===== config.mk =====
export PLATFORM = sky130hd
export DESIGN_NAME = instr_fetch_router
export DESIGN_NICKNAME = d
export VERILOG_FILES = /design/src/rtl/instr_fetch_pkg.sv /design/src/rtl/instr_addr_decode.sv /design/src/rtl/instr_fetch_router.sv
export SDC_FILE = /design/constraint.sdc
export NUM_CORES = 1
export LEC_CHECK = 0
export CORE_UTILIZATION = 29
export CTS_CLUSTER_SIZE = 12
export DETAILED_ROUTE_END_ITERATION = 10
export GPL_TIMING_DRIVEN = 1
export PLACE_DENSITY = 0.74
export SLEW_MARGIN = 20
export SYNTH_ARGS = -nofsm -noshare
export SYNTH_HDL_FRONTEND = slang
export SYNTH_HIERARCHICAL = 1
export SYNTH_SLANG_ARGS = --single-unit

===== constraint.sdc =====
create_clock -name clk_sys_i -period 2.2 [get_ports clk_sys_i]
set_input_delay 0.44 -clock clk_sys_i [delete_from_list [all_inputs] [get_ports clk_sys_i]]
set_output_delay 0.44 -clock clk_sys_i [all_outputs]
set_load 0.1 [all_outputs]

===== src/rtl/instr_fetch_pkg.sv =====
// Shared types and default address map for the instruction fetch router.
package instr_fetch_pkg;

  localparam int unsigned AddrW   = 32;
  localparam int unsigned DataW   = 32;
  localparam int unsigned ErrCntW = 8;

  localparam logic [AddrW-1:0] RamBaseDflt = 32'h0010_0000;
  localparam logic [AddrW-1:0] RamMaskDflt = 32'hFFFF_0000;
  localparam logic [AddrW-1:0] DbgBaseDflt = 32'h1a11_0000;
  localparam logic [AddrW-1:0] DbgMaskDflt = 32'hFFFF_0000;

  typedef enum logic [1:0] {
    TgtRam = 2'd0,
    TgtDbg = 2'd1,
    TgtErr = 2'd2
  } tgt_e;

  // Tag of the single outstanding response
  typedef struct packed {
    logic valid;
    tgt_e tgt;
  } rsp_tag_t;

endpackage


===== src/rtl/instr_addr_decode.sv =====
// Combinational fetch-address decode into RAM, debug memory or unmapped.
module instr_addr_decode
  import instr_fetch_pkg::*;
#(
  parameter logic [AddrW-1:0] RamBase = RamBaseDflt,
  parameter logic [AddrW-1:0] RamMask = RamMaskDflt,
  parameter logic [AddrW-1:0] DbgBase = DbgBaseDflt,
  parameter logic [AddrW-1:0] DbgMask = DbgMaskDflt,
  parameter bit               DbgEn   = 1'b1
) (
  input  logic [AddrW-1:0] addr_i,
  output tgt_e             tgt_o
);

  logic hit_ram;
  logic hit_dbg;

  // RAM takes priority where the two regions overlap
  always_comb begin
    hit_ram = ((addr_i & RamMask) == RamBase);
    hit_dbg = DbgEn && ((addr_i & DbgMask) == DbgBase);
    tgt_o   = TgtErr;
    if (hit_ram) begin
      tgt_o = TgtRam;
    end else if (hit_dbg) begin
      tgt_o = TgtDbg;
    end
  end

endmodule


===== src/rtl/instr_fetch_router.sv =====
// Routes core instruction fetches to RAM or debug memory and answers unmapped
// fetches with an error response; one response per grant, one cycle later.
module instr_fetch_router
  import instr_fetch_pkg::*;
#(
  parameter logic [AddrW-1:0] RamBase = RamBaseDflt,
  parameter logic [AddrW-1:0] RamMask = RamMaskDflt,
  parameter logic [AddrW-1:0] DbgBase = DbgBaseDflt,
  parameter logic [AddrW-1:0] DbgMask = DbgMaskDflt,
  parameter bit               DbgEn   = 1'b1
) (
  input  logic                 clk_sys_i,
  input  logic                 rst_sys_ni,
  input  logic                 instr_req_i,
  input  logic [AddrW-1:0]     instr_addr_i,
  output logic                 instr_gnt_o,
  output logic                 instr_rvalid_o,
  output logic                 instr_err_o,
  output logic [DataW-1:0]     instr_rdata_o,
  output logic                 ram_req_o,
  output logic [AddrW-1:0]     ram_addr_o,
  input  logic [DataW-1:0]     ram_rdata_i,
  output logic                 dbg_req_o,
  output logic [AddrW-1:0]     dbg_addr_o,
  input  logic [DataW-1:0]     dbg_rdata_i,
  input  logic                 dbg_busy_i,
  output logic [ErrCntW-1:0]   err_count_o,
  output logic [AddrW-1:0]     err_addr_o
);

  localparam logic [ErrCntW-1:0] ErrCntMax = '1;

  tgt_e             tgt;
  logic             is_ram;
  logic             is_dbg;
  logic             is_err;
  logic             err_gnt;

  rsp_tag_t         tag_q,     tag_d;
  logic [ErrCntW-1:0] err_cnt_q, err_cnt_d;
  logic [AddrW-1:0] err_addr_q, err_addr_d;

  instr_addr_decode #(
    .RamBase (RamBase),
    .RamMask (RamMask),
    .DbgBase (DbgBase),
    .DbgMask (DbgMask),
    .DbgEn   (DbgEn)
  ) u_decode (
    .addr_i (instr_addr_i),
    .tgt_o  (tgt)
  );

  // Request routing; debug fetches stall while the data side owns the memory
  always_comb begin
    is_ram      = (tgt == TgtRam);
    is_dbg      = (tgt == TgtDbg);
    is_err      = (tgt == TgtErr);
    ram_req_o   = instr_req_i & is_ram;
    ram_addr_o  = instr_addr_i;
    dbg_req_o   = instr_req_i & is_dbg & ~dbg_busy_i;
    dbg_addr_o  = instr_addr_i;
    instr_gnt_o = instr_req_i & (is_ram | is_err | (is_dbg & ~dbg_busy_i));
    err_gnt     = instr_gnt_o & is_err;
  end

  // Response tag and unmapped-fetch bookkeeping
  always_comb begin
    tag_d.valid = instr_gnt_o;
    tag_d.tgt   = tgt;
    err_cnt_d   = err_cnt_q;
    err_addr_d  = err_addr_q;
    if (err_gnt) begin
      err_addr_d = instr_addr_i;
      if (err_cnt_q != ErrCntMax) begin
        err_cnt_d = err_cnt_q + ErrCntW'(1);
      end
    end
  end

  always_ff @(posedge clk_sys_i or negedge rst_sys_ni) begin
    if (!rst_sys_ni) begin
      tag_q      <= '{valid: 1'b0, tgt: TgtRam};
      err_cnt_q  <= '0;
      err_addr_q <= '0;
    end else begin
      tag_q      <= tag_d;
      err_cnt_q  <= err_cnt_d;
      err_addr_q <= err_addr_d;
    end
  end

  // Response mux: data arrives from the target one cycle after its request
  always_comb begin
    instr_rvalid_o = tag_q.valid;
    instr_err_o    = 1'b0;
    instr_rdata_o  = '0;
    if (tag_q.valid) begin
      case (tag_q.tgt)
        TgtRam:  instr_rdata_o = ram_rdata_i;
        TgtDbg:  instr_rdata_o = dbg_rdata_i;
        default: instr_err_o   = 1'b1;
      endcase
    end
  end

  assign err_count_o = err_cnt_q;
  assign err_addr_o  = err_addr_q;

endmodule


# ---- Word-level counts from Yosys, hierarchy flattened
# Index checks and enable logic that the tools add are counted.
dict set report totals {
  input_bits 100
  word_cells 30
  register_bits 43
}
dict set report classes {
  n_eq_ne 6
  reduce_logical 4
  addsub 1
  n_bitwise 9
  mux 6
}
# operator n
set ops {}
lappend ops {{case mux 32 bit (2 select lines)} 1}
lappend ops {{two-way mux 32 bit} 1}
lappend ops {{equality test 16 x 13 -> 1 bit (second input constant)} 1}
lappend ops {{equality test 16 x 5 -> 1 bit (second input constant)} 1}
lappend ops {{adder 8 x 1 -> 8 bit (second input constant)} 1}
lappend ops {{!= test 8 bit (second input constant)} 1}
lappend ops {{AND 1 bit} 6}
lappend ops {{equality test 2 x 1 -> 1 bit (second input constant)} 2}
lappend ops {{zero test 2 bit} 2}
lappend ops {{two-way mux 2 bit} 2}
lappend ops {{equality test 2 bit (second input constant)} 1}
lappend ops {{two-way mux 1 bit} 2}
lappend ops {{bitwise OR 1 bit} 2}
lappend ops {{AND reduction 2 bit} 1}
lappend ops {{OR reduction 2 bit} 1}
lappend ops {{inverter 1 bit} 1}

# ---- Longest topological paths before layout
dict set report logic_depth {
  depth_word 9
  ltp_mapped 7
  mapped_depth_nobuf 5
}

# ---- Hierarchy
# The synthesis kept the hierarchy.
# mod cells_each n_inst area_per_inst_um2
set by_module_without_submodules {}
lappend by_module_without_submodules {instr_fetch_router 318 1 2715.1}
lappend by_module_without_submodules {instr_addr_decode 7 1 56.3}

# ---- Worst setup path before layout
# Ideal clock, no wire load.
dict set report synth_path {
  path_kind {input port to output port}
  from {input instr_addr_i[17]}
  to {output instr_gnt_o}
  cell_stages 4
  arrival_time_ns 3.014
  t_required_ns 1.760
  path_buffers 0
  setup_slack_ns -1.254
  cell_sequence {or4b_1 > a2111o_1 > and4bb_2 > nand2b_1}
}
dict set report synth_via {
  elab_chain_len 7
  elab_cells_between_ends 11
  cone_classes {eq/ne (4); mux (2); bitwise (4); reduce/logical (1)}
}
# item line
set synth_lines {}
lappend synth_lines {{from (decl)} instr_fetch_router.sv:15} ;# input logic [AddrW-1:0] instr_addr_i,
lappend synth_lines {{equality test 16 x 13 -> 1 bit} instr_addr_decode.sv:21} ;# hit_dbg = DbgEn && ((addr_i & DbgMask) == DbgBase);
lappend synth_lines {{two-way mux 2 bit} instr_addr_decode.sv:25} ;# end else if (hit_dbg) begin
lappend synth_lines {{two-way mux 2 bit (*)} instr_addr_decode.sv:23} ;# if (hit_ram) begin
lappend synth_lines {{named net tgt[1]} instr_fetch_router.sv:33} ;# tgt_e tgt;
lappend synth_lines {{equality test 2 bit (tied with other cells)} instr_fetch_router.sv:58} ;# is_err = (tgt == TgtErr);
lappend synth_lines {{bitwise OR 1 bit / AND 1 bit (equally long branches)} instr_fetch_router.sv:63} ;# instr_gnt_o = instr_req_i & (is_ram | is_err | (is_dbg & ~dbg_busy_i));
lappend synth_lines {{bitwise OR 1 bit (*)} instr_fetch_router.sv:63}
lappend synth_lines {{AND 1 bit (*)} instr_fetch_router.sv:63}
lappend synth_lines {{to (decl)} instr_fetch_router.sv:16} ;# output logic instr_gnt_o,
# Mark *: on every way through the listed nets, which the timed path passes. The rest lies on a longest branch.

# ---- Final worst setup path
dict set report layout_path {
  from {input instr_addr_i[28]}
  to {output instr_gnt_o}
}
# The elaborated chain is that of the path after synthesis.

==> summary.md <==
| Metric | Value |
|---|---|
| Area Overhead vs Synth | `129%` |
| Vias in the first global route | `2992` |
| IO Pins | `241` |
| DRT iter0 DRCs | `67` |
| Yosys reg bits | `43` |
| Violated checks | `setup timing` |
| Outcome | `finished with violations` |
| Max Cap Viol | `0` |
| Clock network power share | `12.4%` |
| Synth top area share | `38.8%` |
| RePlAce Congestion | `0.816` |
| CP max FO | `2` |
| Syn nets | `426` |
| Antenna violations before repair | `0` |
| Vias per Instance | `4.44` |
| DR pass1 iterations | `4` |
| Setup-failing EPs final | `3` |
| Setup slack after layout | `-0.382 ns` |
| Largest area contributor in the netlist | `dfrtp_1` |
| Combinational Power Share | `61.6%` |
| Number of buffers added on ports | `240` |
| Total number of H-tree levels | `2` |
| DR vias | `2924` |
| Actual slew at the worst max-slew pin | `0.536 ns` |
| Seq/Total Area, Yosys | `38.8%` |
| FF-to-FF setup slack | `0.70 ns` |
| Post-DRT Antenna Nets | `0` |
| Setup Skew | `0.00225 ns` |
| F_max | `387 MHz` |
| Final core utilization | `68.6%` |
| Clock Sinks | `43` |
| Crit share post-route | `117%` |
| Lkg Pwr | `2.79 nW` |
| Slew Limit Headroom | `64.3%` |
| Fin. max-slew vios | `0` |
| Worst-Skew Late Latency | `0.29 ns` |
| Filler Cell Count | `660` |
| Yosys Warn Count | `6` |
| Layout cells sized above 1 | `46.7%` |
| Nature of the critical path endpoint | `primary output` |
| Initial Utilization | `30.0%` |
| Delay-heaviest family, CP | `simple AND/OR/NAND/NOR gates` |
| Non-filler cells, final | `658` |
| Reg-to-reg endpoint | `err_count_o[7]` |
| GRT Overall Usage | `21.1%` |
| Nets | `629` |
| Critical setup path kind | `input pin to primary output` |
| Cells after Synth | `325` |
| Diodes inserted | `0` |
| Hold_buf cts | `0` |
| Min Tclk post-route | `2.58 ns` |
| # rows | `35` |
| Syn Area/Cell | `8.53 um^2` |
| Placed insts | `644` |
| Pwr per Cell Area | `639 nW/um^2` |
| DRC | `0` |
| Num CTS Buffers | `5` |
| Die height | `99.8 um` |
| Die W | `99.8 um` |
| CTS Buffer Depth | `2` |
| Post-Route Setup TNS | `-0.941 ns` |
| Synth area leaders | `dfrtp_1 39%, buf_4 17%, nand2_1 14%, mux2i_1 12%, nor2_1 4.6%` |
| Post-synth cell types | `33` |
| Total power | `4.05 mW` |
| Critical path required time | `1.76 ns` |
| Post-route cell area | `6340 um^2` |
| Largest net degree at the start of global routing | `44` |
| Reg2Reg Depth | `3` |
| Worst path slowest cell | `or4_4` |
| Mapped cell area | `2770 um^2` |
| Die ar. | `9950 um^2` |
| Root buf cell | `clkbuf_8` |
| Final wirelength | `10600 um` |
| Design internal power | `1.85 mW` |
| Sw Share | `54.2%` |
| GR Overflow Total | `0` |
| First-pass GRT wire length | `16200 um` |
| CP startpoint | `instr_addr_i[28]` |
| Final hold vios | `0` |
| Average wire per standard cell | `16.1 um` |
| Critical path launch point type | `input pin` |
| Buf/Inv on CP | `2` |
| RR Startpoint | `err_count_o[2]` |
| Core footprint | `9240 um^2` |
| Sequential power share | `26.1%` |
| HP Class | `input pin to async pin` |
| Psw | `2.19 mW` |
| Crit path cell chain | `buf_6, or4_4, a2111o_1, and4bb_4, nand2b_4, buf_12` |
| Max incr delay on CP | `0.53 ns` |
| RSZ-0062 raised after global routing | `true` |
| HPWL Detailed | `8960 um` |
| CTS clk-pin slew, worst paths | `0.08 ns` |
| CP Data Arrival Time | `2.14 ns` |
| Peak VDD IR | `1260 uV` |
| Placed cell areas | `6190 um^2` |
| CTS tree | `yes` |
[flip-flops by register name (all words and copies together), names as in the netlist]
register and count:
tag_q 2, err_count_o 8, err_addr_o 32, instr_rvalid_o 1
[logic make-up after synthesis]
| group | after synthesis | share of synthesized area [%] |
|---|---|---|
| simple gates | 157 | 24.8 |
| buf+inv | 79 | 20.0 |
| flops | 43 | 38.8 |
| mux | 35 | 12.9 |
| compound gates | 7 | 2.03 |
| xor+xnor | 3 | 0.948 |
| fa+ha+maj | 1 | 0.451 |
[cell usage in the layout, fill, tap and decap left out, types with 2 or more instances in the layout]
cell type	netlist	final
a211oi_1	2	2
mux2i_1	32	32
nor3_1	2	2
buf_12	0	103
nor4_4	1	2
clkdlybuf4s50_1	0	82
dfrtp_1	43	42
nand2b_4	0	3
mux2_2	2	2
clkdlybuf4s15_1	0	2
nor2_2	0	2
clkbuf_8	0	5
xor2_1	2	2
or4_4	0	3
buf_6	1	6
clkbuf_2	0	4
buf_4	64	72
nand3_1	3	3
nor2_4	0	31
nand2_1	101	101
buf_2	8	4
[power groups by stage]
stage               registers, mW  logic (mW)  clock network (mW)
floorplan                    1.96       0.838                   0
global placement             1.06        2.47                   0
detailed placement           1.06        2.50                   0
CTS                          1.05        2.50               0.516
global route                 1.08        2.57               0.548
finish                       1.06        2.49               0.501
[cell type report]
type / count / area, um^2 / share of cell area [%]
Sequential cell: 43 / 1080 / 17.0
Tap cell: 129 / 161 / 2.55
Clock buffer: 6 / 72.6 / 1.15
Multi-Input combinational cell: 203 / 1440 / 22.7
Timing Repair Buffer: 275 / 3580 / 56.5
Clock inverter: 2 / 12.5 / 0.197
[timing repair]
| item | CTS | global route |
|---|---|---|
| setup endpoints to repair | 44 | 12 |
| buffers inserted | 4 | 3 |
| pin swaps | 6 | 6 |
| gates resized for setup | 60 | 14 |
[worst max path at each step]
stage                        endpoint  slack, ns  cells after the start
after CTS                 instr_gnt_o      -0.41                      6
final                     instr_gnt_o      -0.38                      6
after global placement    instr_gnt_o      -0.85                      6
after detailed placement  instr_gnt_o      -0.88                      6
after global routing      instr_gnt_o      -0.41                      6
after floorplan           instr_gnt_o      -0.65                      4
[cell usage after synthesis]
| cell type | instances |
|---|---|
| buf_2 | 8 |
| nand3_1 | 3 |
| mux2i_1 | 32 |
| a21boi_0 | 1 |
| o21bai_1 | 1 |
| buf_6 | 1 |
| buf_4 | 64 |
| dfrtp_1 | 43 |
| a21oi_1 | 1 |
| or4b_1 | 1 |
| and2_1 | 1 |
| a41o_1 | 1 |
| nor2_1 | 34 |
| ha_1 | 1 |
| nand2_1 | 101 |
| nor4_4 | 1 |
| xor2_1 | 2 |
| nor3_1 | 2 |
| nand2b_1 | 4 |
| nand4_1 | 1 |
| xnor2_1 | 1 |
| nand3b_4 | 1 |
| clkbuf_1 | 4 |
| or4_1 | 3 |
| and4bb_2 | 1 |
| buf_1 | 2 |
| nor4_1 | 2 |
| mux2_2 | 2 |
| and3b_1 | 1 |
| mux2_4 | 1 |
| a211oi_1 | 2 |
| and4_4 | 1 |
| a2111o_1 | 1 |
[metrics by stage]
stage          worst slack (ns)  hold slack, ns
6_report                 -0.382           0.202
4_1_cts                  -0.409           0.214
3_3_place_gp             -0.846           0.460
5_1_grt                  -0.409           0.235
2_1_floorplan            -0.650           0.144
3_5_place_dp             -0.885           0.468
[metal layers]
| layer | share of wire [%] | global-route usage, % | up-vias |
|---|---|---|---|
| li1 | - | - | 1385 |
| met2 | 56 | 41.1 | 149 |
| met5 | 0 | 0 | - |
| met4 | 2.0 | 6.00 | 0 |
| met1 | 34 | 21.5 | 1376 |
| met3 | 8.3 | 6.25 | 14 |
Power figures use the tool's default switching activity.
